File: src/rtl/pwls_output_pkg.sv
// Shared constants and helpers for the PWL synth PWM output stage.
package pwls_output_pkg;

    localparam int unsigned MAX_W     = 32;
    localparam int unsigned LFSR_W    = 16;
    localparam logic [15:0] LFSR_SEED = 16'hACE1;
    // Fibonacci taps 16,14,13,11 expressed as a mask over bits [15:0]
    localparam logic [15:0] LFSR_TAPS = 16'hB400;

    function automatic logic [MAX_W-1:0] midscale(input int unsigned width);
        return MAX_W'(1) << (width - 1);
    endfunction

    function automatic logic [MAX_W-1:0] saturate(input logic ovf,
                                                  input logic [MAX_W-1:0] val,
                                                  input int unsigned width);
        logic [MAX_W-1:0] mask;
        mask = (MAX_W'(1) << width) - MAX_W'(1);
        return ovf ? mask : (val & mask);
    endfunction

endpackage

File: src/rtl/pwls_noise_shaper.sv
// First-order error-feedback requantizer from BITS down to PWM_BITS.
module pwls_noise_shaper
    import pwls_output_pkg::*;
#(
    parameter int unsigned BITS     = 12,
    parameter int unsigned PWM_BITS = 8
) (
    input  logic                       clk,
    input  logic                       reset,
    input  logic                       i_load,
    input  logic [BITS-1:0]            i_pending,
    input  logic                       i_mute,
    input  logic [BITS-PWM_BITS-1:0]   i_dither,
    output logic [PWM_BITS-1:0]        o_quant
);

    localparam int unsigned FRAC_BITS = BITS - PWM_BITS;

    logic [FRAC_BITS-1:0] r_err;
    logic [PWM_BITS-1:0]  r_quant;
    logic [BITS:0]        w_sum;
    logic                 w_sat;
    logic [PWM_BITS-1:0]  w_quant;
    logic [FRAC_BITS-1:0] w_err;

    assign w_sum   = {1'b0, i_pending} + (BITS+1)'(r_err) + (BITS+1)'(i_dither);
    assign w_sat   = w_sum[BITS];
    assign w_quant = PWM_BITS'(saturate(w_sat, MAX_W'(w_sum[BITS:FRAC_BITS]), PWM_BITS));
    assign w_err   = w_sat ? '1 : w_sum[FRAC_BITS-1:0];

    always_ff @(posedge clk) begin
        if (reset) begin
            r_quant <= PWM_BITS'(midscale(PWM_BITS));
            r_err   <= '0;
        end else if (i_load) begin
            if (i_mute) begin
                r_quant <= PWM_BITS'(midscale(PWM_BITS));
                r_err   <= '0;
            end else begin
                r_quant <= w_quant;
                r_err   <= w_err;
            end
        end
    end

    assign o_quant = r_quant;

endmodule

File: src/rtl/pwls_pwm_output.sv
// PWM output stage: sample capture, period counter and pin driver.
// Optional LFSR dither on the requantizer is enabled by PWLS_PWM_DITHER_EN.
module pwls_pwm_output
    import pwls_output_pkg::*;
#(
    parameter int unsigned BITS     = 12,
    parameter int unsigned PWM_BITS = 8
) (
    input  logic                clk,
    input  logic                reset,
    input  logic                sample_valid,
    input  logic [BITS-1:0]     sample_in,
    input  logic                mute,
    input  logic                overrun_clr,
    output logic                pwm_out,
    output logic [PWM_BITS-1:0] active_sample,
    output logic                period_strobe,
    output logic                overrun
);

    localparam int unsigned FRAC_BITS = BITS - PWM_BITS;

    logic [PWM_BITS-1:0]  r_counter;
    logic [BITS-1:0]      r_pending;
    logic                 r_fresh;
    logic                 r_overrun;
    logic                 r_pwm;
    logic                 r_strobe;
    logic                 w_boundary;
    logic [FRAC_BITS-1:0] w_dither;
    logic [PWM_BITS-1:0]  w_active;

    assign w_boundary = (r_counter == '1);

    always_ff @(posedge clk) begin
        if (reset) begin
            r_counter <= '0;
            r_pwm     <= 1'b0;
            r_strobe  <= 1'b0;
        end else begin
            r_counter <= r_counter + PWM_BITS'(1);
            r_pwm     <= (r_counter < w_active);
            r_strobe  <= w_boundary;
        end
    end

    // Newer sample always wins; a second arrival before the boundary is an overrun
    always_ff @(posedge clk) begin
        if (reset) begin
            r_pending <= BITS'(midscale(BITS));
            r_fresh   <= 1'b0;
            r_overrun <= 1'b0;
        end else begin
            if (sample_valid) begin
                r_pending <= {~sample_in[BITS-1], sample_in[BITS-2:0]};
                r_fresh   <= 1'b1;
            end else if (w_boundary) begin
                r_fresh   <= 1'b0;
            end
            if (overrun_clr) begin
                r_overrun <= 1'b0;
            end else if (sample_valid && r_fresh && !w_boundary) begin
                r_overrun <= 1'b1;
            end
        end
    end

`ifdef PWLS_PWM_DITHER_EN
    logic [LFSR_W-1:0] r_lfsr;

    always_ff @(posedge clk) begin
        if (reset) begin
            r_lfsr <= LFSR_SEED;
        end else if (w_boundary) begin
            r_lfsr <= {r_lfsr[LFSR_W-2:0], ^(r_lfsr & LFSR_TAPS)};
        end
    end

    assign w_dither = mute ? '0 : FRAC_BITS'(r_lfsr[FRAC_BITS-2:0]);
`else
    assign w_dither = '0;
`endif

    pwls_noise_shaper #(
        .BITS     (BITS),
        .PWM_BITS (PWM_BITS)
    ) u_shaper (
        .clk       (clk),
        .reset     (reset),
        .i_load    (w_boundary),
        .i_pending (r_pending),
        .i_mute    (mute),
        .i_dither  (w_dither),
        .o_quant   (w_active)
    );

    assign pwm_out       = r_pwm;
    assign active_sample = w_active;
    assign period_strobe = r_strobe;
    assign overrun       = r_overrun;

endmodule

File: config.mk
export PLATFORM = sky130hd
export DESIGN_NAME = pwls_pwm_output
export DESIGN_NICKNAME = d
export VERILOG_FILES = /design/src/rtl/pwls_output_pkg.sv /design/src/rtl/pwls_noise_shaper.sv /design/src/rtl/pwls_pwm_output.sv
export SDC_FILE = /design/constraint.sdc
export NUM_CORES = 1
export LEC_CHECK = 0
export ABC_AREA = 1
export CORE_MARGIN = 5
export CORE_UTILIZATION = 35
export CTS_BUF_LIST = sky130_fd_sc_hd__clkbuf_8
export DETAILED_ROUTE_END_ITERATION = 16
export SETUP_SLACK_MARGIN = 0.3
export SYNTH_ARGS = -nofsm -noshare
export SYNTH_HDL_FRONTEND = slang
export SYNTH_SLANG_ARGS = --single-unit
File: constraint.sdc
create_clock -name clk -period 2.2 [get_ports clk]
set_input_delay 0.44 -clock clk [delete_from_list [all_inputs] [get_ports clk]]
set_output_delay 0.44 -clock clk [all_outputs]
set_load 0.1 [all_outputs]
Word-level counts from Yosys, hierarchy flattened
Cells that the tools add are included.
{"block": "word_totals", "reg_bits": 36, "in_bits": 17, "word_cells": 24, "out_inout_bits": 11}
{"block": "classes", "bitwise_logic": 1, "eq_ne": 1, "n_mux": 6, "addsub": 2, "n_reduce_logical": 5, "order_cmp": 1}
{"operator": "8-bit 2-to-1 mux", "count": 2}
{"operator": "12-bit by 4-bit adder with 13-bit output", "count": 1}
{"operator": "8-bit by 1-bit adder with 8-bit output, second input constant", "count": 1}
{"operator": "8-bit == test, second input constant", "count": 1}
{"operator": "8-bit < comparator", "count": 1}
{"operator": "4-bit 2-to-1 mux", "count": 2}
{"operator": "1-bit logical AND", "count": 2}
{"operator": "1-bit 2-to-1 mux", "count": 2}
{"operator": "2-bit nonzero test", "count": 1}
{"operator": "2-bit OR reduction", "count": 1}
{"operator": "1-bit zero test", "count": 1}
{"operator": "1-bit inverter", "count": 1}

Depth between registers and ports, before layout
{"block": "logic_depth", "ltp_word": 3, "mapped_depth": 10, "mapped_depth_nobuf": 10}

Modules after synthesis
Synthesis repeated with hierarchy kept, for this count alone.
{"block": "unflattened", "cells_unflattened": 294, "hier_area_um2": 2163.3}
{"module": "pwls_pwm_output", "cells_per_inst": 143, "seq_area_each_um2": 480.5, "n_inst": 1, "area_per_inst_um2": 1093.5}
{"module": "pwls_noise_shaper", "cells_per_inst": 151, "seq_area_each_um2": 240.2, "n_inst": 1, "area_per_inst_um2": 1069.8}

Worst setup path after synthesis
No wires, ideal clock.
{"block": "synth_path", "kind": "register to register", "start": "register u_shaper.r_quant[7] (netlist: u_shaper.o_quant[7])", "end": "register r_pwm (netlist: pwm_out)", "setup_ns": 0.135, "n_path_buf": 0, "synth_period_minus_slack_ns": 1.845, "path_stages_with_launch": 6, "t_arrival_ns": 1.709, "setup_slack_ns": 0.355, "required_time_ns": 2.065, "cell_sequence": "dfxtp_1 inv_1 ha_1 nand2_1 o21a_1 nor3b_1"}
{"block": "synth_via", "elab_chain_len": 1}
{"item": "from (decl)", "line_no": "pwls_noise_shaper.sv:20", "source": "logic [PWM_BITS-1:0] r_quant;"}
{"item": "from (signal assigned)", "line_no": "pwls_noise_shaper.sv:33", "source": "r_quant <= PWM_BITS'(midscale(PWM_BITS));"}
{"item": "from (signal assigned)", "line_no": "pwls_noise_shaper.sv:37", "source": "r_quant <= PWM_BITS'(midscale(PWM_BITS));"}
{"item": "from (signal assigned)", "line_no": "pwls_noise_shaper.sv:40", "source": "r_quant <= w_quant;"}
{"item": "8-bit < comparator", "line_no": "pwls_pwm_output.sv:42", "source": "r_pwm <= (r_counter < w_active);"}
{"item": "to (signal assigned)", "line_no": "pwls_pwm_output.sv:42"}
{"item": "to (decl)", "line_no": "pwls_pwm_output.sv:27", "source": "logic r_pwm;"}
Every way passes these cells.
A chain may end at the register's enable or synchronous reset.

Worst setup path after layout
{"block": "layout_path", "start": "register r_pending[0]", "end": "register u_shaper.r_quant[7] (netlist: u_shaper.o_quant[7])"}
{"block": "layout_via", "elab_chain_len": 3}
{"item": "from (decl)", "line_no": "pwls_pwm_output.sv:24", "source": "logic [BITS-1:0] r_pending;"}
{"item": "from (signal assigned)", "line_no": "pwls_pwm_output.sv:50", "source": "r_pending <= BITS'(midscale(BITS));"}
{"item": "from (signal assigned)", "line_no": "pwls_pwm_output.sv:55", "source": "r_pending <= {~sample_in[BITS-1], sample_in[BITS-2:0]};"}
{"item": "12-bit by 4-bit adder with 13-bit output", "line_no": "pwls_noise_shaper.sv:26", "source": "assign w_sum = {1'b0, i_pending} + (BITS+1)'(r_err) + (BITS+1)'(i_dither);"}
{"item": "8-bit 2-to-1 mux", "line_no": "pwls_output_pkg.sv:19", "source": "return ovf ? mask : (val & mask);"}
{"item": "8-bit 2-to-1 mux", "line_no": "pwls_noise_shaper.sv:36", "source": "if (i_mute) begin"}
Every way passes these cells.

==> flow_summary.yaml <==
final_layout:
  nNetsFinal: 317
  fillerInstances: 535
  stdcell_area_um2: 2340
  area_growth_pct: 23.3
  antennaDiodeCount: 0
  drive_above_1_share: 0.146
timing:
  slew_headroom: 0.645
  slew_violations: 0
  fin_crit_sh: 0.767
  finClkSkew_ns: 0.00974
  fmax_mhz: 593
  worstMarginPinSlew_ns: 0.531
  setup_violations: 0
  rsz0062_at_grt: "false"
  hold_viol: 0
  finalCriticalPeriod_ns: 1.69
  setup_tns_ns: 0
pwr:
  pwr-share-comb: 0.092
  cellPowerDensity_nw_per_um2: 594
  internal_power_w: 0.00106
  pwr-share-clk: 0.406
  power.switching_w: 0.000326
  peakVddDrop_mv: 0.282
  switching_share: 0.234
  p_leak_nw: 0.983
  seqPwrFrac: 0.501
detailed_routing:
  vias: 1711
  dr.pass1.iters: 4
  drt-total-wl_um: 4200
  wl_per_cell_um: 11.7
  ant_nets: 0
  drt-vias-per-instance: 4.78
  drc: 0
  drt_iter0_drc: 66
clock_network:
  cts_tree: "yes"
  clock_latency_ns: 0.29
  clock_path_buffers: 2
  numCtsBuffers: 5
  clkTransAtPathRegs_ns: 0.08
  cts.sinks: 36
  cts_root_buf: "clkbuf_8"
  postCtsSetupBuffers: 0
  cts_htree_levels: 2
place:
  placed_area_um2: 2210
  place_congestion: 0.867
  dpl.hpwl_um: 3230
  portBuffers: 27
critical_path:
  cp_cell_sequence: "ha_2 -> fa_2 -> nand3_1 -> nand2_4 -> nand3_4 -> inv_2 -> nor2_1 -> nand3_1 -> nand3_1 -> nand2_1"
  critPathArrivalTime_ns: 1.88
  start_kind: "register"
  cpPeakStageDelay_ns: 0.35
  crit_top_cell: "nand3_1"
  setup.worst_path.class: "reg2reg"
  crit_path_end_kind: "register"
  required_ns: 2.39
  cp_max_fo: 7
  crit_slowest_cell: "fa_2"
floorplanning:
  io_pins: 28
  start_util: 0.367
  fp-row-count: 26
  die_y_um: 83.6
  core_area_um2: 5170
  die_width_um: 83.6
  die_area_um2: 6990
logic_synthesis:
  synth_cell_types: 29
  synth_edf_count: 0
  synth_seq_cells: 36
  yosys.area.top_type: "dfxtp_1"
  synth_flop_cell: "dfxtp_1"
  synth_nets: 287
  synthTopCellsByCount: "nand2_1, dfxtp_1, nor2_1, inv_1, a21oi_1"
  synthCells: 257
  synth_area_leaders: "dfxtp_1, nand2_1, ha_1"
  synth_top_cell_area_share: 0.380
  ys_seq_area_frac: 0.380
  ys_warn_count: 0
  synth_area_um2: 1900
  yosysMostFrequentCell: "nand2_1"
  ys_async_sr_fraction: 0
  syn_area_per_cell_um2: 7.38
global_route:
  grt_pass1_vias: 1608
  antenna_found_initial: 0
  grt_use_total: 0.123
  grt_max_degree: 21
  grt_first_pass_wirelength_um: 7100
  grt_overflow: 0
run_status:
  status: "completed"
min_path:
  hold_path.class: "reg2reg"
run:
  drv_cap: 0
cell type report:
| cell class | instances | area [um2] | share of cell area |
|---|---|---|---|
| multi-input combinational | 185 | 1050 | 0.450 |
| sequential | 36 | 721 | 0.308 |
| timing repair buffer | 29 | 258 | 0.110 |
| inverter | 30 | 113 | 0.0482 |
| tap | 70 | 87.6 | 0.0375 |
| clock buffer | 5 | 68.8 | 0.0294 |
| clock inverter | 3 | 38.8 | 0.0166 |
power groups by stage:
stage	clock network, W	registers (W)	logic, W
floorplan	0	0.000716	0.0000683
global placement	0	0.000711	0.000130
detailed placement	0	0.000711	0.000129
CTS	0.000586	0.000696	0.000130
global route	0.000603	0.000699	0.000148
finish	0.000565	0.000697	0.000128
through the flow:
stage / cells / util / power, W / hold slack (ns) / setup slack (ns)
3_3_place_gp: 349 / 0.427 / 0.000840 / 0.438 / 0.378
6_report: 358 / 0.452 / 0.00139 / 0.461 / 0.513
3_5_place_dp: 349 / 0.427 / 0.000840 / 0.447 / 0.358
4_1_cts: 357 / 0.448 / 0.00141 / 0.465 / 0.354
2_1_floorplan: 257 / - / 0.000784 / 0.427 / 0.355
5_1_grt: 358 / 0.452 / 0.00145 / 0.509 / 0.305
flip-flops by register name, indices dropped and copies added, names as in the netlist:
name and cells:
overrun 1, period_strobe 1, pwm_out 1, r_counter 8, r_fresh 1, r_pending 12
u_shaper.o_quant 8, u_shaper.r_err 4
critical path, delay by kind of cell, from the launching register on:
family	cells	cell delay [ns]
buffers and inverters	1	0.08
flip-flops	1	0.32
AND/OR/NAND/NOR	7	0.62
adder cells (fa/ha/maj)	2	0.56
cell usage in the layout (no fill, tap or decap), types with 2 or more instances in the layout:
master and count:
nand2_4 2, clkbuf_8 5, o21a_1 2, nand2_1 48, o21ai_2 3, nor2_1 28
inv_1 28, a21oi_2 5, ha_1 11, nand4_1 3, nand3_1 23, nor2_4 2
xor2_1 2, nand3_4 2, nor3_1 2, a21oi_1 24, buf_4 13, o21ai_0 19
inv_2 3, clkdlybuf4s50_1 16, dfxtp_1 36
worst paths after layout:
check        slack, ns                               end  cells past startpoint                 startpoint
max               0.51  u_shaper.o_quant[7]$_SDFFE_PP1P_                     10  r_pending[0]$_SDFFE_PP0P_
min               0.46           r_counter[0]$_SDFF_PP0_                      1    r_counter[0]$_SDFF_PP0_
max reg2reg       0.51  u_shaper.o_quant[7]$_SDFFE_PP1P_                     10  r_pending[0]$_SDFFE_PP0P_
min reg2reg       0.46           r_counter[0]$_SDFF_PP0_                      1    r_counter[0]$_SDFF_PP0_
metal layers:
| metal | vias to the layer above | GRT usage | part of all wire |
|---|---|---|---|
| li1 | 905 | - | - |
| met1 | 765 | 0.159 | 0.49 |
| met2 | 36 | 0.197 | 0.44 |
| met3 | 5 | 0.0375 | 0.055 |
| met4 | 0 | 0.0351 | 0.011 |
| met5 | - | 0 | 0 |
kinds of logic (layout without fill, tap and decap cells):
logic type	Yosys count	in the layout	synth area share
buffers and inverters	37	67	0.0778
AND/OR/NAND/NOR	115	116	0.282
AO/OA/AOI/OAI	54	54	0.162
adder cells (fa/ha/maj)	13	13	0.0897
XOR/XNOR	2	2	0.00924
flip-flops	36	36	0.380
what timing repair did:
action,4_1_cts,5_1_grt
hold buffers,0,0
setup endpoints to repair,0,2
gates resized for setup,0,4
(Power assumes the default switching activity.)
